`src/rtl/run_step_ctrl.sv`:
```
// run_step_ctrl
// Execution controller that sits directly after the push-button debouncer.
// Every change of the debounced level is one press. A press in IDLE starts
// free-running execution or a fixed-length single-step burst. A CPU halt
// request moves the controller into a sticky HALT state. The block also keeps
// a saturating count of clock-enabled cycles for the display logic.
//
// Ports:
//   clk          system clock, rising edge
//   rst_n        asynchronous active-low reset
//   toggle_in    debounced button level; each change is one press
//   step_mode    1 = single-step, 0 = free-run; sampled only on a press in IDLE
//   halt_req     CPU halt request (level)
//   cpu_en       pipeline clock-enable
//   running      high while free-running
//   halted       high while halted (sticky until reset)
//   press_pulse  one-cycle pulse for every detected press, accepted or not
//   cycle_cnt    saturating count of cycles with cpu_en=1 since reset

module run_step_ctrl #(
    parameter int STEP_CYCLES = 1,
    parameter int CNT_W       = 16
) (
    input  logic             clk,
    input  logic             rst_n,
    input  logic             toggle_in,
    input  logic             step_mode,
    input  logic             halt_req,
    output logic             cpu_en,
    output logic             running,
    output logic             halted,
    output logic             press_pulse,
    output logic [CNT_W-1:0] cycle_cnt
);

    // A zero step length would give an empty burst; it is treated as 1.
    // Values above the 8-bit counter range are clamped.
    localparam logic [7:0] STEP_LOAD =
        (STEP_CYCLES < 1)   ? 8'd1   :
        (STEP_CYCLES > 255) ? 8'd255 : 8'(STEP_CYCLES);

    localparam logic [CNT_W-1:0] CNT_MAX = {CNT_W{1'b1}};

    typedef enum logic [1:0] {
        ST_IDLE = 2'd0,
        ST_RUN  = 2'd1,
        ST_STEP = 2'd2,
        ST_HALT = 2'd3
    } state_t;

    state_t           state_reg;
    state_t           state_next;
    logic [7:0]       step_cnt_reg;
    logic [7:0]       step_cnt_next;
    logic             prev_toggle_reg;
    logic             press_pulse_reg;
    logic [CNT_W-1:0] cycle_cnt_reg;
    logic             press;

    // prev_toggle resets to the debouncer's reset level (0) so that no
    // spurious press is seen when reset is released.
    assign press = toggle_in ^ prev_toggle_reg;

    always_ff @(posedge clk or negedge rst_n) begin
        if (!rst_n) begin
            state_reg       <= ST_IDLE;
            step_cnt_reg    <= 8'd0;
            prev_toggle_reg <= 1'b0;
            press_pulse_reg <= 1'b0;
            cycle_cnt_reg   <= '0;
        end else begin
            state_reg       <= state_next;
            step_cnt_reg    <= step_cnt_next;
            prev_toggle_reg <= toggle_in;
            press_pulse_reg <= press;
            // Count edges at which the enable was active; hold at full scale.
            if (cpu_en && (cycle_cnt_reg != CNT_MAX)) begin
                cycle_cnt_reg <= cycle_cnt_reg + CNT_W'(1);
            end
        end
    end

    always_comb begin
        state_next    = state_reg;
        step_cnt_next = step_cnt_reg;
        case (state_reg)
            ST_IDLE: begin
                // halt_req is deliberately ignored while the CPU is stopped.
                if (press) begin
                    if (step_mode) begin
                        state_next    = ST_STEP;
                        step_cnt_next = STEP_LOAD;
                    end else begin
                        state_next = ST_RUN;
                    end
                end
            end
            ST_RUN: begin
                // A halt in the same cycle as a press wins over the pause.
                if (halt_req) begin
                    state_next = ST_HALT;
                end else if (press) begin
                    state_next = ST_IDLE;
                end
            end
            ST_STEP: begin
                // The counter holds the number of enabled cycles remaining,
                // including the current one; leaving at 1 gives exactly
                // STEP_LOAD enabled cycles. Presses are ignored here.
                if (halt_req) begin
                    state_next    = ST_HALT;
                    step_cnt_next = 8'd0;
                end else if (step_cnt_reg <= 8'd1) begin
                    state_next    = ST_IDLE;
                    step_cnt_next = 8'd0;
                end else begin
                    step_cnt_next = step_cnt_reg - 8'd1;
                end
            end
            ST_HALT: begin
                state_next = ST_HALT;
            end
            default: begin
                state_next    = ST_IDLE;
                step_cnt_next = 8'd0;
            end
        endcase
    end

    // Pure decodes of the registered state: no input-to-output paths, and
    // the async reset removes the enable immediately.
    assign cpu_en      = (state_reg == ST_RUN) || (state_reg == ST_STEP);
    assign running     = (state_reg == ST_RUN);
    assign halted      = (state_reg == ST_HALT);
    assign press_pulse = press_pulse_reg;
    assign cycle_cnt   = cycle_cnt_reg;

endmodule

```
`config.mk`:
```
export PLATFORM = sky130hd
export DESIGN_NAME = run_step_ctrl
export DESIGN_NICKNAME = d
export VERILOG_FILES = /design/src/rtl/run_step_ctrl.sv
export SDC_FILE = /design/constraint.sdc
export NUM_CORES = 1
export LEC_CHECK = 0
export CELL_PAD_IN_SITES_DETAIL_PLACEMENT = 1
export CELL_PAD_IN_SITES_GLOBAL_PLACEMENT = 2
export CORE_MARGIN = 4
export CORE_UTILIZATION = 36
export CTS_CLUSTER_SIZE = 20
export DETAILED_ROUTE_END_ITERATION = 7
export GPL_ROUTABILITY_DRIVEN = 0
export PLACE_DENSITY_LB_ADDON = 0.1
export SYNTH_ARGS = -nofsm -noshare
export SYNTH_HDL_FRONTEND = slang
export SYNTH_SLANG_ARGS = --single-unit
```
`constraint.sdc`:
```
create_clock -name clk -period 4.61 [get_ports clk]
set_input_delay 0.6915 -clock clk [delete_from_list [all_inputs] [get_ports clk]]
set_output_delay 0.6915 -clock clk [all_outputs]
set_load 0.01 [all_outputs]
```
* Word-level counts from Yosys, hierarchy flattened
Cells that the tools add are included.
** Operators by class
- Add/subtract/negate cells :: 2
- $mul :: 0
- Divide/modulo/power cells :: 0
- Magnitude comparators :: 1
- Equality and inequality tests :: 8
- Shifts and indexed selects :: 0
- Muxes and demuxes :: 12
- Bitwise operators :: 1
- Reduce and logical (&&, ||, !) cells :: 6
** Operators with widths (number)
- $mux W8 :: 4
- $add A16 B1 Y16 const B :: 1
- $ne A16 B16 Y1 const B :: 1
- $pmux W8 S2 :: 1
- $mux W2 :: 6
- $le A8 B1 Y1 const B :: 1
- $pmux W2 S4 :: 1
- $sub A8 B1 Y8 const B :: 1
- $reduce_and A3 Y1 :: 2
- $eq A2 B2 Y1 const B :: 2
- $ne A2 B2 Y1 const B :: 2
- $ne A3 B2 Y1 const B :: 1
- $ne A3 B3 Y1 const B :: 1
- $eq A2 B1 Y1 const B :: 1
- $logic_not A2 Y1 :: 1
- $reduce_bool A2 Y1 :: 1
- $logic_and A1 B1 Y1 :: 1
- $logic_or A1 B1 Y1 :: 1
- $xor A1 B1 Y1 :: 1
** Storage, ports and cells
- Flip-flop bits (word level) :: 28
- Bits in latches :: 0
- RAM bits :: 0
- Bits in read-only memories :: 0
- Input port bits :: 5
- Output and inout port bits :: 20
- Logic and storage cells :: 35
- Memories :: 0

* Longest topological paths before layout
Gate-level depths: netlist of run 1.
- Depth in word-level cells :: 4
- Depth in mapped cells :: 7

* Worst setup path after synthesis of run 1
No wires, ideal clock.
- Kind :: reg-to-reg
- Start point :: reg cycle_cnt_reg[0], in the netlist cycle_cnt[0]
- End point :: reg cycle_cnt_reg[1], in the netlist cycle_cnt[1]
- Arrival time :: 1.877 ns
- Path slack :: 2.608 ns
- Cell stages (with the launch flop) :: 7
- Clock period less this slack :: 2.002 ns
- Path through :: dfrtp_1 -> ha_1 -> nand2_1 -> or4_1 -> clkbuf_1 -> o21ai_2 -> mux2_2
** Between the ends
- Word-level cells in the longest chain between the ends :: 2
- Elaborated cells between the ends (all ways) :: 3
- Classes of those cells :: add/sub (1); eq/ne (1); reduce/logical (1)
** RTL lines
- start, declared :: RTL line 57 : logic [CNT_W-1:0] cycle_cnt_reg;
- start signal, assigned :: RTL line 78 : cycle_cnt_reg <= cycle_cnt_reg + CNT_W'(1);
- branches (longest 2 deep; another with $add A16 B1 Y16)
Several ways; the timed one is not identified.
A chain may end at the register's enable or synchronous reset.

* Final worst setup path of run 1
- Start point :: reg state_reg[0]
- End point :: out cpu_en
** Between the ends
- Word-level cells in the longest chain between the ends :: 2
- Elaborated cells between the ends (all ways) :: 3
- Classes of those cells :: eq/ne (2); reduce/logical (1)
** RTL lines
- start, declared :: RTL line 51 : state_t state_reg;
- start signal, assigned :: RTL line 72 : state_reg <= state_next;
- $eq A2 B1 Y1 or $eq A2 B2 Y1 (tied branches) :: RTL line 132 : assign cpu_en = (state_reg == ST_RUN) || (state_reg == ST_STEP);
- $logic_or A1 B1 Y1 (*) :: RTL line 132
- end, declared :: RTL line 29 : output logic cpu_en,
Every way passes the cells marked *; elsewhere a longest branch is shown, timed or not.

==> results of run 1 <==
## worst max-delay path: cells and delay by family, from the launching register on
kind	cells	cell delay [ps]
buf+inv	2	670
flops	1	420
fa+ha+maj	1	450
## layer usage
layer | global-route usage, % | part of all wire (%) | wire [um]
met2 | 24.9 | 49 | 1740
met4 | 3.28 | 1.1 | 38
met3 | 2.89 | 3.5 | 124
met1 | 18.2 | 46 | 1610
met5 | 0 | 0 | 0
## through the flow
step                      power, mW  hold WS (ps)
after floorplan               0.676           396
after global placement        0.847           451
after detailed placement      0.862           476
after CTS                      1.02           497
after global routing           1.09           516
final                          1.00           492
## synthesized netlist by cell type, types with 2 or more instances
library cell,count
nor3_1,3
nor2b_1,2
o21ai_0,6
o21ai_2,2
nor2_1,9
a31oi_1,3
ha_1,7
o31ai_1,2
xor2_1,3
nor4_1,4
mux2_2,2
mux2_1,2
a21oi_1,10
and2_1,3
nand2_1,6
a21o_1,2
nor4b_1,2
or3_1,2
and4_1,2
nand4_1,6
inv_1,7
o211ai_1,2
nand3_1,6
or4_1,3
dfrtp_1,28
xnor2_1,6
## cells by family (layout without fill, tap and decap cells)
| logic type | count (synthesis) | after routing | share of synthesized area, % |
|---|---|---|---|
| and+or+nand+nor | 53 | 53 | 19.8 |
| AOI/OAI and AO/OA | 37 | 37 | 17.4 |
| DFF | 28 | 28 | 45.9 |
| buffers and inverters | 10 | 36 | 3.03 |
| xor gates and xnor gates | 9 | 9 | 5.16 |
| adders and majority gates | 7 | 7 | 5.73 |
| muxes | 4 | 4 | 2.95 |
## cell type report
cell class                      count  share of cell area (%)
Multi-Input combinational cell    110                    41.7
Tap cell                           50                    3.34
Sequential cell                    28                    37.4
Timing Repair Buffer               25                    13.2
Clock buffer                        4                    2.94
Inverter                            7                    1.40
## worst max-delay path by stage
stage / from / end / slack, ps / cells after the start
2_1_floorplan: cycle_cnt[0] / cycle_cnt[1] / 2610 / 6
3_3_place_gp: toggle_in / step_cnt_reg[4] / 1920 / 5
3_5_place_dp: toggle_in / step_cnt_reg[4] / 1860 / 5
4_1_cts: state_reg[0] / cpu_en / 2080 / 3
5_1_grt: state_reg[1] / cpu_en / 2000 / 3
6_report: state_reg[0] / cpu_en / 2100 / 3
## power by group through the flow
stage               combinational [mW]  sequential, mW  clock [mW]
floorplan                        0.299           0.377           0
global placement                 0.470           0.377           0
detailed placement               0.481           0.381           0
CTS                              0.483           0.376       0.156
global route                     0.530           0.389       0.171
finish                           0.477           0.376       0.149
==> impl_metrics.toml, run 1 <==
[drt]
route.detailed.drc = 0
wire_per_inst_um = 15.7
detailedRoute.firstPassIterationCount = 4
detail_route.iter0.violations = 68
drtAntennaViolNets = 0
avgViaCountPerCell = 5.58
vias = 1249
detail_route.wirelength_mm = 3.51

[layout]
area_of_all_sequential_standard_cells_um2 = 701
share_of_post_route_cells_with_drive_strength_above_1_pct = 9.77
antenna_diode_count = 0
multi_input_area_um2 = 781
fillCellCount = 461
final_cells = 224
design.final.nets = 187
finish.instance_area_um2 = 1870
syn2layout_area_growth_pct = 22.6
final_cell_mix = "28 x dfrtp_1, 24 x clkdlybuf4s50_1, 10 x a21oi_1"
largest_reg_flops = 16
final_util_pct = 46.2
mostFrequentLayoutCell = "dfrtp_1"

[logic_synthesis]
netlist_top_cells_area = "dfrtp_1 46%, ha_1 5.7%, xnor2_1 3.4%, a21oi_1 3.3%, nand4_1 2.5%"
mappedNetlistNets = 160
synthesis.area_um2 = 1530
yosysWarningCount = 0
syn_inst = 148
ys_seq_elements = 28
yosysSeqAreaShare_pct = 45.9
synthDominantCellAreaShare_pct = 45.9
synthesis.area_per_instance_um2 = 10.3
synth-edff-count = 0
asyncSetResetFlopFracSynth_pct = 100
synth.lib_cells_used.distinct = 44
synth_flop_cell = "dfrtp_1"
synth.largest_area_cell = "dfrtp_1"

[worst_setup_path]
timing.critical_path.slowest_cell_delay_ps = 590
timing.critical_path.from_type = "register"
worstRegToRegCells = 6
reg2reg_slack_ps = 2230
endpoint_kind = "primary output"
critical-path-slowest-cell = "clkdlybuf4s50_1"
criticalPathCategory = "register to primary output"
worstPathRequired_ps = 3920
crit_arrival_ps = 1820
series_of_cell_instances_along_the_critical_path = "inv_1, ha_1, clkdlybuf4s50_1"
rr_endpoint = "cycle_cnt[12]"
timing.rr.start = "state_reg[0]"
cp_max_fo = 8

[die]
floorplan.die.height_um = 73.1
coreArea_um2 = 4060
die_x_extent_um = 73.1
core_rows = 23
dieArea_um2 = 5350
starting_utilization_of_the_core_area_pct = 37.7
floorplan.io_pins = 25

[placement]
dpl-instance-area_um2 = 1820
place.port_buffers = 24
place.detailed.instances = 220
place_ws_ps = 1860
dp_hpwl_mm = 2.68

[power]
relative_contribution_of_the_clock_network_to_total_power_pct = 14.9
comb_power_share_pct = 47.6
vdd_drop_max_mv = 0.233
power_frac_seq_pct = 37.5
swShare_pct = 39.5
p_per_area_nw_per_um2 = 535
total_switching_power_mw = 0.395
leakagePower_nw = 0.795
internal_power_mw = 0.607

[clock_network]
clk-insertion-delay-late_ps = 270
htreeDepth = 1
cts_sinks = 28
cts_tree = "done"
root_buffer = "clkbuf_8"
cts_post_setup_buffers_inserted = 0
cts_hold_buf = 0
cts_made_buffers = 3
cts_buffer_depth = 2
clk_pin_slew_worst_paths_ps = 100
cts_resized = 0

[timing]
finalSetupTns_ps = 0
max-slew-margin-rel_pct = 40.5
report.final.slew_viol_count = 0
grt_setup_unrepaired = "no"
hold_viol = 0
layout_worst_path_cycle_share_pct = 54.4
worst_slack_ps = 2100
min_period_ps = 2510
timing.final.setup_violations = 0
max_freq_mhz = 399
fin_skew_ps = 6.13
tightestPinTransition_ps = 888

[grt]
grt_util_all_layers_pct = 14.4
grt_overflow = 0
largest_net_degree_at_the_start_of_global_routing = 29
first_pass_grt_wire_length_mm = 6.20
number_of_antenna_violations_at_the_first_check_in_global_routing = 0
number_of_global_route_vias_before_repair = 1292

[hold_path]
holdCritPathClass = "register to register"
whs_path_depth = 1
holdPathEnd = "step_cnt_reg[6]"
timing.hold.worst.start = "step_cnt_reg[6]"

[run]
drv_cap = 0

[outcome]
status = "completed"
(Power assumes the default switching activity.)
==> run 2: changes to the inputs <==
- CORE_UTILIZATION: 36 -> 30
- clock period: 4.61 -> 2.25 ns (I/O delays scaled with it)
==> impl_metrics.toml, run 2 (synthesis results as in run 1) <==
[power]
leakagePower_nw = 0.819
vdd_drop_max_mv = 0.359
finalPower_mw = 2.10
p_per_area_nw_per_um2 = 1080

[grt]
number_of_global_route_vias_before_repair = 1381
first_pass_grt_wire_length_mm = 6.44
grt_overflow = 0
grt_util_all_layers_pct = 13.0
largest_net_degree_at_the_start_of_global_routing = 29
number_of_antenna_violations_at_the_first_check_in_global_routing = 0

[worst_setup_path]
cp_max_fo = 8
endpoint_kind = "primary output"
criticalPathCategory = "register to primary output"
worstRegToRegCells = 5
timing.critical_path.from_type = "register"
worstPathRequired_ps = 1910
crit_arrival_ps = 1780

[timing]
grt_setup_unrepaired = "no"
max-slew-margin-rel_pct = 65.6
tightestPinTransition_ps = 512
hold_viol = 0
timing.final.setup_violations = 0
finalSetupTns_ps = 0
min_period_ps = 2120
layout_worst_path_cycle_share_pct = 94.1
max_freq_mhz = 472
report.final.slew_viol_count = 0
fin_skew_ps = 5.33

[layout]
antenna_diode_count = 0
final_cell_mix = "28 x dfrtp_1, 24 x clkdlybuf4s50_1, 10 x a21oi_1"
multi_input_area_um2 = 792
mostFrequentLayoutCell = "dfrtp_1"
fillCellCount = 563
design.final.nets = 194
largest_reg_flops = 16
final_util_pct = 40.4
area_of_all_sequential_standard_cells_um2 = 701
syn2layout_area_growth_pct = 27.3
share_of_post_route_cells_with_drive_strength_above_1_pct = 14.4

[die]
dieArea_um2 = 6300
die_x_extent_um = 79.4
floorplan.die.height_um = 79.4
floorplan.io_pins = 25
core_rows = 25
coreArea_um2 = 4820
starting_utilization_of_the_core_area_pct = 31.7

[clock_network]
root_buffer = "clkbuf_8"
cts_sinks = 28
cts_tree = "done"
cts_resized = 0
clk-insertion-delay-late_ps = 280
clk_pin_slew_worst_paths_ps = 100
cts_made_buffers = 3
cts_hold_buf = 0
htreeDepth = 1
cts_buffer_depth = 2
cts_post_setup_buffers_inserted = 0

[hold_path]
holdCritPathClass = "primary input to asynchronous set/reset pin"

[drt]
vias = 1273
wire_per_inst_um = 15.4
drtAntennaViolNets = 0
detailedRoute.firstPassIterationCount = 4
route.detailed.drc = 0
avgViaCountPerCell = 5.15
detail_route.iter0.violations = 50
detail_route.wirelength_mm = 3.80

[run]
drv_cap = 0

[placement]
place.port_buffers = 24
dp_hpwl_mm = 2.89

[outcome]
status = "completed"
run 2: metrics by stage:
stage / worst slack (ps) / hold slack [ps] / area, um^2 / cells
6_report: 133 / 428 / 1940 / 247
5_1_grt: 47.8 / 464 / 1940 / 247
4_1_cts: 44.2 / 445 / 1930 / 247
3_5_place_dp: 189 / 483 / 1890 / 244
3_3_place_gp: 253 / 455 / 1890 / 244
2_1_floorplan: 248 / 41.9 / 1530 / 148
run 2: final cells by class:
| class | instances | share of cell area (%) |
|---|---|---|
| Timing Repair Buffer | 32 | 15.4 |
| Sequential cell | 28 | 36.0 |
| Inverter | 7 | 1.35 |
| Tap cell | 67 | 4.31 |
| Clock buffer | 3 | 2.12 |
| Multi-Input combinational cell | 110 | 40.7 |
run 2: critical path: stages, from the launching register on:
cell	delay, ps
dfrtp_1	410
inv_1	90
ha_2	430
clkdlybuf4s50_1	570
run 2: layer usage:
| layer | vias to the layer above | wire length, um | GRT usage [%] |
|---|---|---|---|
| met5 | - | 0 | 0 |
| met4 | 0 | 27 | 3.09 |
| met3 | 4 | 101 | 2.49 |
| met2 | 14 | 2010 | 24.9 |
| met1 | 636 | 1660 | 14.5 |
| li1 | 619 | - | - |
run 2: path summary, 6_finish.rpt:
path | start | endpoint | slack (ps)
hold / removal | rst_n | cycle_cnt[6] | 430
max in group asynchronous | rst_n | state_reg[0] | 1550
hold reg to reg | step_cnt_reg[6] | step_cnt_reg[6] | 520
min in group clk | step_cnt_reg[6] | step_cnt_reg[6] | 520
setup reg to reg | cycle_cnt[0] | cycle_cnt[1] | 240
setup / recovery | state_reg[1] | cpu_en | 130
run 2: power breakdown:
part / total [mW] / internal, mW / switching, mW
clock: 0.279 / 0.121 / 0.158
sequential: 0.770 / 0.620 / 0.150
combinational: 1.05 / 0.518 / 0.530
==> run 3: changes to the inputs <==
- PLACE_DENSITY: not set -> 0.82
- PLACE_DENSITY_LB_ADDON: 0.1 -> not set
==> impl_metrics.toml, run 3 (synthesis results as in run 1) <==
[outcome]
status = "completed"

[placement]
place.port_buffers = 24
dp_hpwl_mm = 2.85
place_ws_ps = 212

[drt]
vias = 1267
drtAntennaViolNets = 0
detail_route.wirelength_mm = 3.75
detail_route.iter0.violations = 42
route.detailed.drc = 0
avgViaCountPerCell = 5.19
wire_per_inst_um = 15.4
detailedRoute.firstPassIterationCount = 4

[layout]
share_of_post_route_cells_with_drive_strength_above_1_pct = 11.3
antenna_diode_count = 0
largest_reg_flops = 16
mostFrequentLayoutCell = "dfrtp_1"
final_cell_mix = "28 x dfrtp_1, 24 x clkdlybuf4s50_1, 10 x a21oi_1"
design.final.nets = 191
syn2layout_area_growth_pct = 25.1

[worst_setup_path]
timing.critical_path.from_type = "register"
reg2reg_slack_ps = 180
worstPathRequired_ps = 1910
rr_endpoint = "step_cnt_reg[4]"
crit_arrival_ps = 1810
timing.rr.start = "step_cnt_reg[0]"
cp-endpoint = "cpu_en"
endpoint_kind = "primary output"
cp_max_fo = 8
critPathLaunch = "state_reg[0]"
criticalPathCategory = "register to primary output"
worstRegToRegCells = 6

[timing]
tightestPinTransition_ps = 492
max_freq_mhz = 466
hold_viol = 0
worst_slack_ps = 102
min_period_ps = 2150
finalSetupTns_ps = 0
max-slew-margin-rel_pct = 66.9
grt_setup_unrepaired = "no"
fin_skew_ps = 3.26
report.final.slew_viol_count = 0
layout_worst_path_cycle_share_pct = 95.5
timing.final.setup_violations = 0

[power]
leakagePower_nw = 0.806
power_frac_seq_pct = 37.7
internal_power_mw = 1.22
relative_contribution_of_the_clock_network_to_total_power_pct = 13.5
finalPower_mw = 2.05
comb_power_share_pct = 48.7
total_switching_power_mw = 0.827
p_per_area_nw_per_um2 = 1070
vdd_drop_max_mv = 0.435
swShare_pct = 40.3

[clock_network]
cts_buffer_depth = 2
cts_made_buffers = 3
cts_hold_buf = 0
htreeDepth = 1
cts_tree = "done"
clk_pin_slew_worst_paths_ps = 100
root_buffer = "clkbuf_8"
cts_resized = 0
cts_post_setup_buffers_inserted = 0
clk-insertion-delay-late_ps = 270
cts_sinks = 28

[grt]
largest_net_degree_at_the_start_of_global_routing = 29
grt_util_all_layers_pct = 12.7
first_pass_grt_wire_length_mm = 6.41
number_of_antenna_violations_at_the_first_check_in_global_routing = 0
number_of_global_route_vias_before_repair = 1344
grt_overflow = 0

[die]
coreArea_um2 = 4820
floorplan.io_pins = 25
die_x_extent_um = 79.4
starting_utilization_of_the_core_area_pct = 31.7
floorplan.die.height_um = 79.4
core_rows = 25
dieArea_um2 = 6300

[hold_path]
holdCritPathClass = "primary input to asynchronous set/reset pin"

[run]
drv_cap = 0
## run 3: cell count changes in the layout (fill, tap and decap cells not counted)
cell | previous run | this run
buf_4 | 8 | 5
ha_1 | 6 | 7
nor4_1 | 3 | 4
nor2_1 | 8 | 9
ha_2 | 1 | 0
nor2_2 | 1 | 0
nor4_2 | 1 | 0
## run 3: power groups by stage
stage               Sequential, mW  Combinational (mW)  Clock (mW)
global route                 0.801                1.11       0.308
CTS                          0.775                1.02       0.291
finish                       0.774               0.999       0.278
global placement             0.768               0.971           0
floorplan                    0.772               0.613           0
detailed placement           0.781                1.01           0
## run 3: worst min path at each step
stage,start,endpoint,slack [ps],cells past startpoint
floorplan,rst_n,cycle_cnt[0],40,0
global placement,step_cnt_reg[6],step_cnt_reg[6],460,1
detailed placement,step_cnt_reg[6],step_cnt_reg[6],470,1
CTS,rst_n,press_pulse,460,2
global route,rst_n,prev_toggle_reg,460,2
finish,rst_n,press_pulse,440,2
## run 3: layout make-up
cell class                      count  area (um^2)
Fill cell                         554         2910
Clock buffer                        3         41.3
Multi-Input combinational cell    110          781
Sequential cell                    28          701
Timing Repair Buffer               29          278
Inverter                            7         26.3
Tap cell                           67         83.8
## run 3: stage by stage
step                instances  area [um^2]  util (%)  hold WS (ps)
floorplan                 148         1530         -          41.9
global placement          241         1870      38.8           463
finish                    244         1910      39.7           441
detailed placement        241         1870      38.8           474
CTS                       244         1910      39.7           462
global route              244         1910      39.7           461
## run 3: worst max-delay path: stages (launching register included)
cell,delay (ps)
dfrtp_1,410
inv_1,80
ha_1,450
clkdlybuf4s50_1,600
## run 3: per-layer routing
metal  track usage [%]  up-vias  part of all wire (%)
met1              14.2      631                    44
met4              1.55        0                     0
met5                 0        -                     0
met2              24.3       22                    52
met3              3.40        0                   3.6
li1                  -      614                     -
==> patch (flow settings as in run 2) <==
Add an input register stage for `toggle_in`, `step_mode` and `halt_req`; this delays them by one clock.
--- a/src/rtl/run_step_ctrl.sv
+++ b/src/rtl/run_step_ctrl.sv
@@ -48,6 +48,16 @@
         ST_HALT = 2'd3
     } state_t;
 
+    logic toggle_q;
+    logic step_mode_q;
+    logic halt_req_q;
+
+    always_ff @(posedge clk) begin
+        toggle_q    <= toggle_in;
+        step_mode_q <= step_mode;
+        halt_req_q  <= halt_req;
+    end
+
     state_t           state_reg;
     state_t           state_next;
     logic [7:0]       step_cnt_reg;
@@ -59,7 +69,7 @@
 
     // prev_toggle resets to the debouncer's reset level (0) so that no
     // spurious press is seen when reset is released.
-    assign press = toggle_in ^ prev_toggle_reg;
+    assign press = toggle_q ^ prev_toggle_reg;
 
     always_ff @(posedge clk or negedge rst_n) begin
         if (!rst_n) begin
@@ -71,7 +81,7 @@
         end else begin
             state_reg       <= state_next;
             step_cnt_reg    <= step_cnt_next;
-            prev_toggle_reg <= toggle_in;
+            prev_toggle_reg <= toggle_q;
             press_pulse_reg <= press;
             // Count edges at which the enable was active; hold at full scale.
             if (cpu_en && (cycle_cnt_reg != CNT_MAX)) begin
@@ -87,7 +97,7 @@
             ST_IDLE: begin
                 // halt_req is deliberately ignored while the CPU is stopped.
                 if (press) begin
-                    if (step_mode) begin
+                    if (step_mode_q) begin
                         state_next    = ST_STEP;
                         step_cnt_next = STEP_LOAD;
                     end else begin
@@ -97,7 +107,7 @@
             end
             ST_RUN: begin
                 // A halt in the same cycle as a press wins over the pause.
-                if (halt_req) begin
+                if (halt_req_q) begin
                     state_next = ST_HALT;
                 end else if (press) begin
                     state_next = ST_IDLE;
@@ -107,7 +117,7 @@
                 // The counter holds the number of enabled cycles remaining,
                 // including the current one; leaving at 1 gives exactly
                 // STEP_LOAD enabled cycles. Presses are ignored here.
-                if (halt_req) begin
+                if (halt_req_q) begin
                     state_next    = ST_HALT;
                     step_cnt_next = 8'd0;
                 end else if (step_cnt_reg <= 8'd1) begin
Check against the original RTL: not equivalent (Yosys sat finds a counterexample within 4 cycles, from zero or initial values and one cycle with rst_n low).
==> patch against run 2 <==
  * First-iteration DRC count is 52% higher
  * Die area is 3.5% higher
  * Register-to-register slack hardly changed
  * Total power is 15% higher
  * Largest power group unchanged
  * Final area is 6.3% higher
  * Sequential share of layout area is 0.77 points higher
  * Via count is 0.24% higher
  * Sequential cell count is 3 higher
  * Hold slack worse by 0.068 ns
  * Global-route usage is 0.15 points higher
  * Area after synthesis is 3.9% higher
  * Worst setup slack worse by 0.00081 ns
  * Final cell count is 3.6% higher
  * Wire length is 0.95% higher
==> patch: results (changes against run 2) <==
Max Clock Skew -> 0.00739 ns (+0.00206 ns)
Synth cell types -> 45 (+2.3%)
CP max stage delay -> 0.59 ns (+0.02 ns)
iteration count of the initial detailed-routing pass -> 3 (-1)
vias in the first global route -> 1394 (+0.94%)
sequential share of the synthesized area -> 47.9% (+2.0 points)
P_leak -> 0.877 nW (+7.1%)
H-Tree Depth -> 2 (+1)
CP arrival -> 1.78 ns (about the same)
Largest register FFs -> 16 (unchanged)
Net Count, Synth -> 163 (+1.9%)
CP Max Fanout -> 7 (-1)
Max VDD drop -> 0.000496 V (+38%)
wire length on met1 -> 1.64 mm (-1.3%)
Worst-Skew Late Latency -> 0.28 ns (about the same)
met3 Use GR -> 3.88% (+1.4 points)
Iter 0 DRT Violations -> 76 (+52%)
routed vias/inst -> 4.98 (-3.3%)
Total GRT Usage -> 13.1% (+0.15 points)
largest net degree at the start of global routing -> 29 (unchanged)
first-pass GRT wire length -> 6.58 mm (+2.1%)
post-DP HPWL -> 2.89 mm (-0.27%)
routing usage on met2 -> 23.3% (-1.6 points)
Post-Route WL -> 3.84 mm (+0.95%)
slew margin rel. -> 63.5% (-2.1 points)
Synth area leaders -> dfrtp_1 44%, ha_1 5.5%, dfxtp_1 3.8%
layout cells sized above 1 -> 15.1% (+0.61 points)
R2R depth -> 6 (+1)
status -> complete, no violations
ANT cells -> 0 (unchanged)
routed length on met2 -> 2.01 mm (+0.40%)
total CTS buffers -> 5 (+2)
nets -> 197 (+1.5%)
CP max stage cell -> clkdlybuf4s50_1
GR met1 Demand/Resource -> 15.1% (+0.61 points)
hold crit path type -> reg2reg
internal power -> 1.53 mW (+22%)
asr flop ratio synth -> 90.3% (-9.7 points)
CTS clock-pin slew for the worst setup and hold paths -> 0.06 ns (-0.04 ns)
WL met3 -> 143 um (+42%)
[patch: cell types whose count changed in the layout (fill, tap and decap cells not counted), sizes merged]
cell,change
clkbuf,+3
dfxtp,+3
buf,-2
bufinv,+1
clkinv,+1
[patch: worst reg2reg max path: cells and delay by family (launching register included)]
kind / cells / cell delay, ns
buffers and inverters: 1 / 0.09
adder cells (fa/ha/maj): 1 / 0.24
AND/OR/NAND/NOR: 2 / 0.88
AO/OA/AOI/OAI: 2 / 0.29
flip-flops: 1 / 0.43
[patch: path summary, 6_finish.rpt]
path | endpoint | slack (ns) | startpoint
setup / recovery | cpu_en | 0.13 | state_reg[0]$_DFFE_PN0P_
hold / removal | prev_toggle_reg$_DFF_PN0_ | 0.36 | toggle_q$_DFF_P_
setup reg to reg | step_cnt_reg[4]$_DFFE_PN0P_ | 0.24 | step_cnt_reg[0]$_DFFE_PN0P_
hold reg to reg | prev_toggle_reg$_DFF_PN0_ | 0.36 | toggle_q$_DFF_P_
max in group asynchronous | cycle_cnt[13]$_DFFE_PN0P_ | 1.52 | rst_n
min in group asynchronous | step_cnt_reg[4]$_DFFE_PN0P_ | 0.45 | rst_n
[patch: logic make-up (layout without fill, tap and decap cells)]
group                    Yosys count  count (layout)  share of synthesized area [%]
AO/OA/AOI/OAI                     37              37                           16.8
XOR/XNOR                           9               9                           4.96
adder cells (fa/ha/maj)            7               7                           5.52
buffers and inverters             10              45                           2.92
flip-flops                        31              31                           47.9
multiplexers                       4               4                           2.84
AND/OR/NAND/NOR                   53              53                           19.1
[patch: per-stage QoR]
| stage | area, um^2 | cells | power (mW) | worst slack (ns) | util, % |
|---|---|---|---|---|---|
| floorplan | 1590 | 151 | 1.44 | 0.248 | - |
| global placement | 1940 | 248 | 1.83 | 0.225 | 38.0 |
| detailed placement | 1940 | 248 | 1.86 | 0.142 | 38.0 |
| CTS | 2060 | 256 | 2.45 | 0.109 | 40.3 |
| global route | 2070 | 256 | 2.60 | 0.0355 | 40.5 |
| finish | 2070 | 256 | 2.41 | 0.132 | 40.5 |
[patch: cell type report]
| type | count | area [um^2] |
|---|---|---|
| clock buffer | 6 | 82.6 |
| clock inverter | 2 | 35.0 |
| fill | 590 | 3040 |
| inverter | 7 | 26.3 |
| multi-input combinational | 110 | 790 |
| sequential | 31 | 761 |
| tap | 70 | 87.6 |
| timing repair buffer | 30 | 285 |
[patch: power by group through the flow]
stage / logic, mW / clock network, mW / registers, mW
2_1_floorplan: 0.608 / 0 / 0.828
3_3_place_gp: 1.00 / 0 / 0.831
3_5_place_dp: 1.03 / 0 / 0.830
4_1_cts: 1.04 / 0.586 / 0.823
5_1_grt: 1.14 / 0.618 / 0.845
6_report: 1.02 / 0.567 / 0.823
[patch: timing repair]
action	CTS	global route
gates resized for setup	0	2
setup endpoints to repair	0	2
hold endpoints to repair	0	0
